**src/rtl/pipeline_hazard_ctrl.sv**
```systemverilog
// Hazard controller for the five-stage OTTER pipeline: load-use stalls, branch/jump flushes,
// operand forwarding selects and a saturating stall counter. Macro HAZARD_FORWARD_EN enables forwarding.
module pipeline_hazard_ctrl #(
  parameter int CNT_W = 16
) (
  input  logic             HAZARD_CLOCK,
  input  logic             HAZARD_RESET,
  input  logic [4:0]       ID_RS1_ADDR,
  input  logic [4:0]       ID_RS2_ADDR,
  input  logic             ID_RS1_USED,
  input  logic             ID_RS2_USED,
  input  logic [4:0]       DR_RS1_ADDR,
  input  logic [4:0]       DR_RS2_ADDR,
  input  logic [4:0]       DR_RD_ADDR,
  input  logic             DR_REG_WRITE,
  input  logic             DR_MEM_READ2,
  input  logic [4:0]       EXEC_RD_ADDR,
  input  logic             EXEC_REGWRITE,
  input  logic [4:0]       WB_RD_ADDR,
  input  logic             WB_REGWRITE,
  input  logic [1:0]       PCSOURCE_TO_PC,
  output logic             FETCH_STALL,
  output logic             DECODE_STALL,
  output logic             FETCH_FLUSH,
  output logic             DECODE_FLUSH,
  output logic [1:0]       FWD_A_SEL,
  output logic [1:0]       FWD_B_SEL,
  output logic [CNT_W-1:0] STALL_CNT
);

  typedef enum logic [1:0] {
    RUN        = 2'd0,
    LOAD_STALL = 2'd1,
    REDIRECT   = 2'd2
  } state_t;

  state_t           r_state;
  state_t           w_next_state;
  logic [CNT_W-1:0] r_stall_cnt;
  logic             w_redirect;
  logic             w_hazard;
  logic             w_id1_dr;
  logic             w_id2_dr;
  logic [1:0]       w_fwd_a;
  logic [1:0]       w_fwd_b;

  // x0 is hardwired zero, so it never creates a dependency
  function automatic logic addr_hit(input logic [4:0] a, input logic [4:0] b);
    return (a != 5'd0) && (a == b);
  endfunction

  assign w_redirect = (r_state != REDIRECT) && (PCSOURCE_TO_PC != 2'd0);
  assign w_id1_dr   = ID_RS1_USED && addr_hit(ID_RS1_ADDR, DR_RD_ADDR);
  assign w_id2_dr   = ID_RS2_USED && addr_hit(ID_RS2_ADDR, DR_RD_ADDR);

`ifdef HAZARD_FORWARD_EN
  function automatic logic [1:0] fwd_sel(input logic [4:0] src, input logic [4:0] ex_rd,
                                         input logic ex_we, input logic [4:0] wb_rd,
                                         input logic wb_we);
    logic [1:0] sel;
    if (ex_we && addr_hit(src, ex_rd)) begin
      sel = 2'd1;
    end else if (wb_we && addr_hit(src, wb_rd)) begin
      sel = 2'd2;
    end else begin
      sel = 2'd0;
    end
    return sel;
  endfunction

  // The stall cycle already pushed a bubble into the decode register, so never stall twice
  assign w_hazard = DR_MEM_READ2 && DR_REG_WRITE && (r_state != LOAD_STALL) && (w_id1_dr || w_id2_dr);
  assign w_fwd_a  = fwd_sel(DR_RS1_ADDR, EXEC_RD_ADDR, EXEC_REGWRITE, WB_RD_ADDR, WB_REGWRITE);
  assign w_fwd_b  = fwd_sel(DR_RS2_ADDR, EXEC_RD_ADDR, EXEC_REGWRITE, WB_RD_ADDR, WB_REGWRITE);
`else
  logic w_id1_ex;
  logic w_id2_ex;
  logic w_unused_fwd;

  assign w_id1_ex = ID_RS1_USED && addr_hit(ID_RS1_ADDR, EXEC_RD_ADDR);
  assign w_id2_ex = ID_RS2_USED && addr_hit(ID_RS2_ADDR, EXEC_RD_ADDR);
  // Without forwarding, wait until the producer reaches writeback (regfile write-before-read)
  assign w_hazard = (DR_REG_WRITE && (w_id1_dr || w_id2_dr)) ||
                    (EXEC_REGWRITE && (w_id1_ex || w_id2_ex));
  assign w_fwd_a  = 2'd0;
  assign w_fwd_b  = 2'd0;
  assign w_unused_fwd = ^{DR_RS1_ADDR, DR_RS2_ADDR, DR_MEM_READ2, WB_RD_ADDR, WB_REGWRITE};
`endif

  // Stall/flush/select decode; redirect outranks stall, reset forces everything quiet
  always_comb begin
    FETCH_STALL  = 1'b0;
    DECODE_STALL = 1'b0;
    FETCH_FLUSH  = 1'b0;
    DECODE_FLUSH = 1'b0;
    FWD_A_SEL    = 2'd0;
    FWD_B_SEL    = 2'd0;
    w_next_state = RUN;
    if (HAZARD_RESET) begin
      w_next_state = RUN;
    end else begin
      FWD_A_SEL = w_fwd_a;
      FWD_B_SEL = w_fwd_b;
      if (w_redirect) begin
        FETCH_FLUSH  = 1'b1;
        DECODE_FLUSH = 1'b1;
        w_next_state = REDIRECT;
      end else if (w_hazard) begin
        FETCH_STALL  = 1'b1;
        DECODE_STALL = 1'b1;
        DECODE_FLUSH = 1'b1;
        w_next_state = LOAD_STALL;
      end else begin
        w_next_state = RUN;
      end
    end
  end

  // Controller state and saturating stall-cycle counter
  always_ff @(posedge HAZARD_CLOCK or posedge HAZARD_RESET) begin
    if (HAZARD_RESET) begin
      r_state     <= RUN;
      r_stall_cnt <= {CNT_W{1'b0}};
    end else begin
      r_state <= w_next_state;
      if (FETCH_STALL && (r_stall_cnt != {CNT_W{1'b1}})) begin
        r_stall_cnt <= r_stall_cnt + {{(CNT_W-1){1'b0}}, 1'b1};
      end else begin
        r_stall_cnt <= r_stall_cnt;
      end
    end
  end

  assign STALL_CNT = r_stall_cnt;

endmodule

```
**config.mk**
```make
export PLATFORM = sky130hd
export DESIGN_NAME = pipeline_hazard_ctrl
export DESIGN_NICKNAME = d
export VERILOG_FILES = /design/src/rtl/pipeline_hazard_ctrl.sv
export SDC_FILE = /design/constraint.sdc
export NUM_CORES = 1
export LEC_CHECK = 0
export CORE_MARGIN = 2
export CORE_UTILIZATION = 44
export CTS_BUF_LIST = sky130_fd_sc_hd__clkbuf_8
export CTS_CLUSTER_DIAMETER = 200
export CTS_CLUSTER_SIZE = 14
export DETAILED_ROUTE_END_ITERATION = 8
export HOLD_SLACK_MARGIN = 0.02
export PLACE_DENSITY = 0.87
export SLEW_MARGIN = 25
export SYNTH_ARGS = -nofsm -noshare
export SYNTH_HDL_FRONTEND = slang
export SYNTH_SLANG_ARGS = --single-unit
```
**constraint.sdc**
```tcl
create_clock -name HAZARD_CLOCK -period 4.48 [get_ports HAZARD_CLOCK]
set_input_delay 0.896 -clock HAZARD_CLOCK [delete_from_list [all_inputs] [get_ports HAZARD_CLOCK]]
set_output_delay 0.896 -clock HAZARD_CLOCK [all_outputs]
set_load 0.05 [all_outputs]
```
# == After elaboration in Yosys (flattened, before gate mapping) ==
# Index checks and enable logic that the tools add are counted.
# Widths: inputs -> output; s select.
# totals
reg_bits,18
latch_bits,0
ram_bits,0
mem_bits_ro,0
input_bits,45
output_inout_bits,24
word_cells,37
n_memories,0
# op_classes
n_addsub,1
mul,0
n_div,0
order_cmp,0
n_eq_ne,6
shift,0
mux,10
bitwise,0
n_reduce_logical,18
# ops
op,n
$eq 5x5->1,4
$add 16x1->16 const B,1
$ne 16x16->1 const B,1
$logic_and 1x1->1,12
$reduce_bool 5->1,2
$mux 1,8
$mux 2,2
$logic_or 1x1->1,3
$ne 2x2->1 const B,1
$reduce_bool 2->1,1

# == Longest topological paths before layout ==
# depth
ltp_word,10
ltp_mapped,7
mapped_depth_nobuf,7

# == Worst setup path before layout ==
# No wires, ideal clock.
# synth_timing
kind,input to output
from,in HAZARD_RESET
to,out FETCH_STALL
arrival_time_ns,3.105
required_ns,3.584
setup_slack_ns,0.479
cell_stages,5
n_path_buf,2
path_cell_list,inv_1 > nand2_1 > clkbuf_1 > a21oi_1 > buf_4
# synth_via
elab_chain_len,1
# synth_rtl
item,line_no,rtl
start: declaration,7,"input logic HAZARD_RESET,"
$mux 1,-,
end: declaration,22,"output logic FETCH_STALL,"
# Every way passes these cells.

# == Worst setup path in the final report ==
# layout_timing
from,in ID_RS2_ADDR[1]
to,out FETCH_STALL
# layout_via
elab_chain_len,9
elab_cells_between_ends,15
classes_between,2 x eq/ne; 3 x mux; 10 x reduce/logical
# layout_rtl
item,line_no,rtl
start: declaration,9,"input logic [4:0] ID_RS2_ADDR,"
$eq 5x5->1 / $reduce_bool 5->1 (equally long branches),49,return (a != 5'd0) && (a == b);
$logic_and 1x1->1,49,
$logic_and 1x1->1 (on tied branches),"54, 81",
$logic_or 1x1->1 (on tied branches),"83, 84",
$logic_and 1x1->1 (on tied branches),"83, 84",
$logic_or 1x1->1 *,83,assign w_hazard = (DR_REG_WRITE && (w_id1_dr || w_id2_dr)) ||
$mux 1 *,108,end else if (w_hazard) begin
$mux 1 *,104,if (w_redirect) begin
$mux 1 *,99,if (HAZARD_RESET) begin
# Mark *: on every way between the ends. The rest lies on a longest branch, timed or not.

==> summary.md <==
| Metric | Value |
|---|---|
| Setup CP Type | `input port to primary output` |
| CTS HTree Levels | `1` |
| Clock Latency Late Sink | `approximately 0.26 ns` |
| Slew @ Worst Pin | `0.722 ns` |
| RSZ-0062 raised after global routing | `false` |
| DRT antenna net count | `0` |
| Reg2reg start | `STALL_CNT[0]$_DFFE_PP0P_` |
| Area grow syn2layout | `40.7%` |
| Hold Path Depth | `1` |
| I/O pin total | `69` |
| Crit path from | `ID_RS2_ADDR[1]` |
| Critical-path maximum fanout | `4` |
| Vias in the first global route | `1113` |
| R2r setup slk | `2.10 ns` |
| DP Wirelength | `2520 um` |
| Synth top area share | `0.345` |
| Final wirelength | `3210 um` |
| Post-CTS Setup Inserts | `0` |
| Vias | `1166` |
| Yosys top cell by area | `dfrtp_1` |
| #FFs+latches synth | `18` |
| Worst vdd ir | `0.261 mV` |
| Worst-path clk slew | `0.06 ns` |
| Root buf cell | `clkbuf_8` |
| Synthesis Warnings | `0` |
| Slew HR | `0.517` |
| Unique masters post-synth | `32` |
| Peak Freq | `272 MHz` |
| Final GP Congestion | `0.821` |
| First-pass GRT wire length | `5170 um` |
| Startpoint types | `input port` |
| Setup TNS | `0 ns` |
| Wire per inst | `15.5 um` |
| GRT overflow | `0` |
| CTS tree | `yes` |
| Via density | `5.63` |
| Final WS setup | `between 0.8 and 0.9 ns` |
| Die boundary width | `58.5 um` |
| Worst path required time | `roughly 3.6 ns` |
| Ant. Diodes | `0` |
| Number of DRC violations after detailed-routing iteration 0 | `44` |
| Sequential area share after synthesis | `0.345` |
| Sink Count | `18` |
| Final hold vios | `0` |
| Synth Instances | `126` |
| CTS resizes | `0` |
| Slew Viols, Final | `0` |
| Final setup viols | `0` |
| Die Y | `58.5 um` |
| Worst-case clock buffer depth | `2` |
| Largest net degree at the start of global routing | `19` |
| Share of layout cells above drive strength 1 | `0.136` |
| Core Rows | `19` |
| Status | `completed` |
| Initial Utilization | `0.469` |
| CP arrival | `2.78 ns` |
| Most common cell after layout, fill and taps aside | `clkdlybuf4s50_1` |
| Hold Crit Start | `STALL_CNT[7]$_DFFE_PP0P_` |
| Final nets | `about 220` |
| # DRC | `0` |
| DIE AREA | `3420 um2` |
| Critical Path Sink Type | `primary output` |
| Most frequent cells in the layout | `clkdlybuf4s50_1 (44), xor2_1 (20), dfrtp_1 (18)` |
| Initial antenna violation count | `0` |
| Core Util, Final | `0.660` |
| Area of the core | `2780 um2` |
| Fin crit share | `0.821` |
| Static leakage | `0.740 nW` |
| Avg Inst Size Synth | `10.4 um2` |
| Worst Skew | `0.00666 ns` |
| Max Cap Viol | `0` |
| Hold-fix buffers at CTS | `0` |
| Post-Place Setup Slack | `~0.8 ns` |
| Synthesized area | `~1300 um2` |
| Cell depth of the worst flop-to-flop path | `6` |
| Drt pass-1 iters | `4` |
| Fin crit period | `between 3 and 4 ns` |
| Total CTS buffers | `3` |
| Port buffer count | `47` |
| Total track usage | `0.198` |
| Pwr dens | `241 nW/um2` |
| Total power | `0.442 mW` |
| Synth top area cells | `dfrtp_1 (35%), xor2_1 (13%), xnor2_1 (8.1%), a2111oi_2 (4.6%), a2111oi_0 (4.0%)` |
| Worst min path class | `flip-flop to flip-flop` |
-- power by group --
group	total [mW]	internal, mW	switching [mW]
clock network	0.132	0.0781	0.0544
registers	0.179	0.170	0.00888
logic	0.130	0.0545	0.0757
total	0.442	0.303	0.139
-- worst paths after layout --
kind | to
hold / removal | STALL_CNT[7]$_DFFE_PP0P_
max in group asynchronous | STALL_CNT[4]$_DFFE_PP0P_
min in group asynchronous | STALL_CNT[9]$_DFFE_PP0P_
setup / recovery | FETCH_STALL
setup reg to reg | STALL_CNT[1]$_DFFE_PP0P_
hold reg to reg | STALL_CNT[7]$_DFFE_PP0P_
-- final cells by class --
| type | count | area, um2 |
|---|---|---|
| clock buffers | 4 | 55.1 |
| fillers | 221 | 946 |
| inverters | 5 | 18.8 |
| multi-input cells | 98 | 779 |
| flip-flops and latches | 18 | 450 |
| well taps | 31 | 38.8 |
| repair buffers | 51 | 493 |
-- flip-flops by register name, summed over array words and instances, names as in the netlist --
name,count
STALL_CNT,16
r_state,2
-- metrics by stage --
| step | instances | instance area [um2] | hold WS, ns |
|---|---|---|---|
| after floorplan | 129 | 1320 | 0.790 |
| after global placement | 203 | 1780 | 0.480 |
| after detailed placement | 203 | 1780 | 0.508 |
| after CTS | 207 | 1840 | 0.520 |
| after global routing | 207 | 1840 | 0.529 |
| final | 207 | 1840 | 0.517 |
-- metal layers --
| metal | share of wire | up-vias | track usage |
|---|---|---|---|
| met2 | 0.53 | 35 | 0.350 |
| li1 | - | 555 | - |
| met1 | 0.42 | 574 | 0.239 |
| met5 | 0 | - | 0 |
| met4 | 0.0072 | 0 | 0.0399 |
| met3 | 0.047 | 2 | 0.0571 |
-- synth_stat cells --
cell type and instances:
a211oi_4 1, mux2_4 1, or4_1 2, and3_1 1, o21ai_1 1, nand4_1 3
nand2_1 8, xor2_1 20, a2111oi_0 6, a2111oi_4 1, conb_1 1, o21ai_2 3
buf_4 5, a211oi_1 3, mux2_2 3, buf_6 1, nor2_1 3, nand2b_1 1
o2111a_1 1, buf_8 1, o22ai_1 1, ha_1 1, xnor2_1 12, and4_1 2
inv_1 5, nor4_1 4, a2111oi_2 4, a21oi_1 1, dfrtp_1 18, clkbuf_1 1
nand3_1 10, a31oi_1 1
-- worst max-delay path: stages --
cell,delay [ns]
clkdlybuf4s50_1,0.48
or4_1,0.54
o21ai_1,0.21
nor4_1,0.10
o21ai_2,0.22
a21oi_1,0.14
buf_4,0.21
-- cells by family after synthesis --
| group | count (synthesis) | synth area share |
|---|---|---|
| flip-flops | 18 | 0.345 |
| adder cells (fa/ha/maj) | 1 | 0.00959 |
| multiplexers | 4 | 0.0374 |
| AND/OR/NAND/NOR | 34 | 0.138 |
| AO/OA/AOI/OAI | 23 | 0.186 |
| XOR/XNOR | 32 | 0.215 |
| buffers and inverters | 13 | 0.0662 |
| other | 1 | 0.00287 |
(Power assumes the default switching activity.)
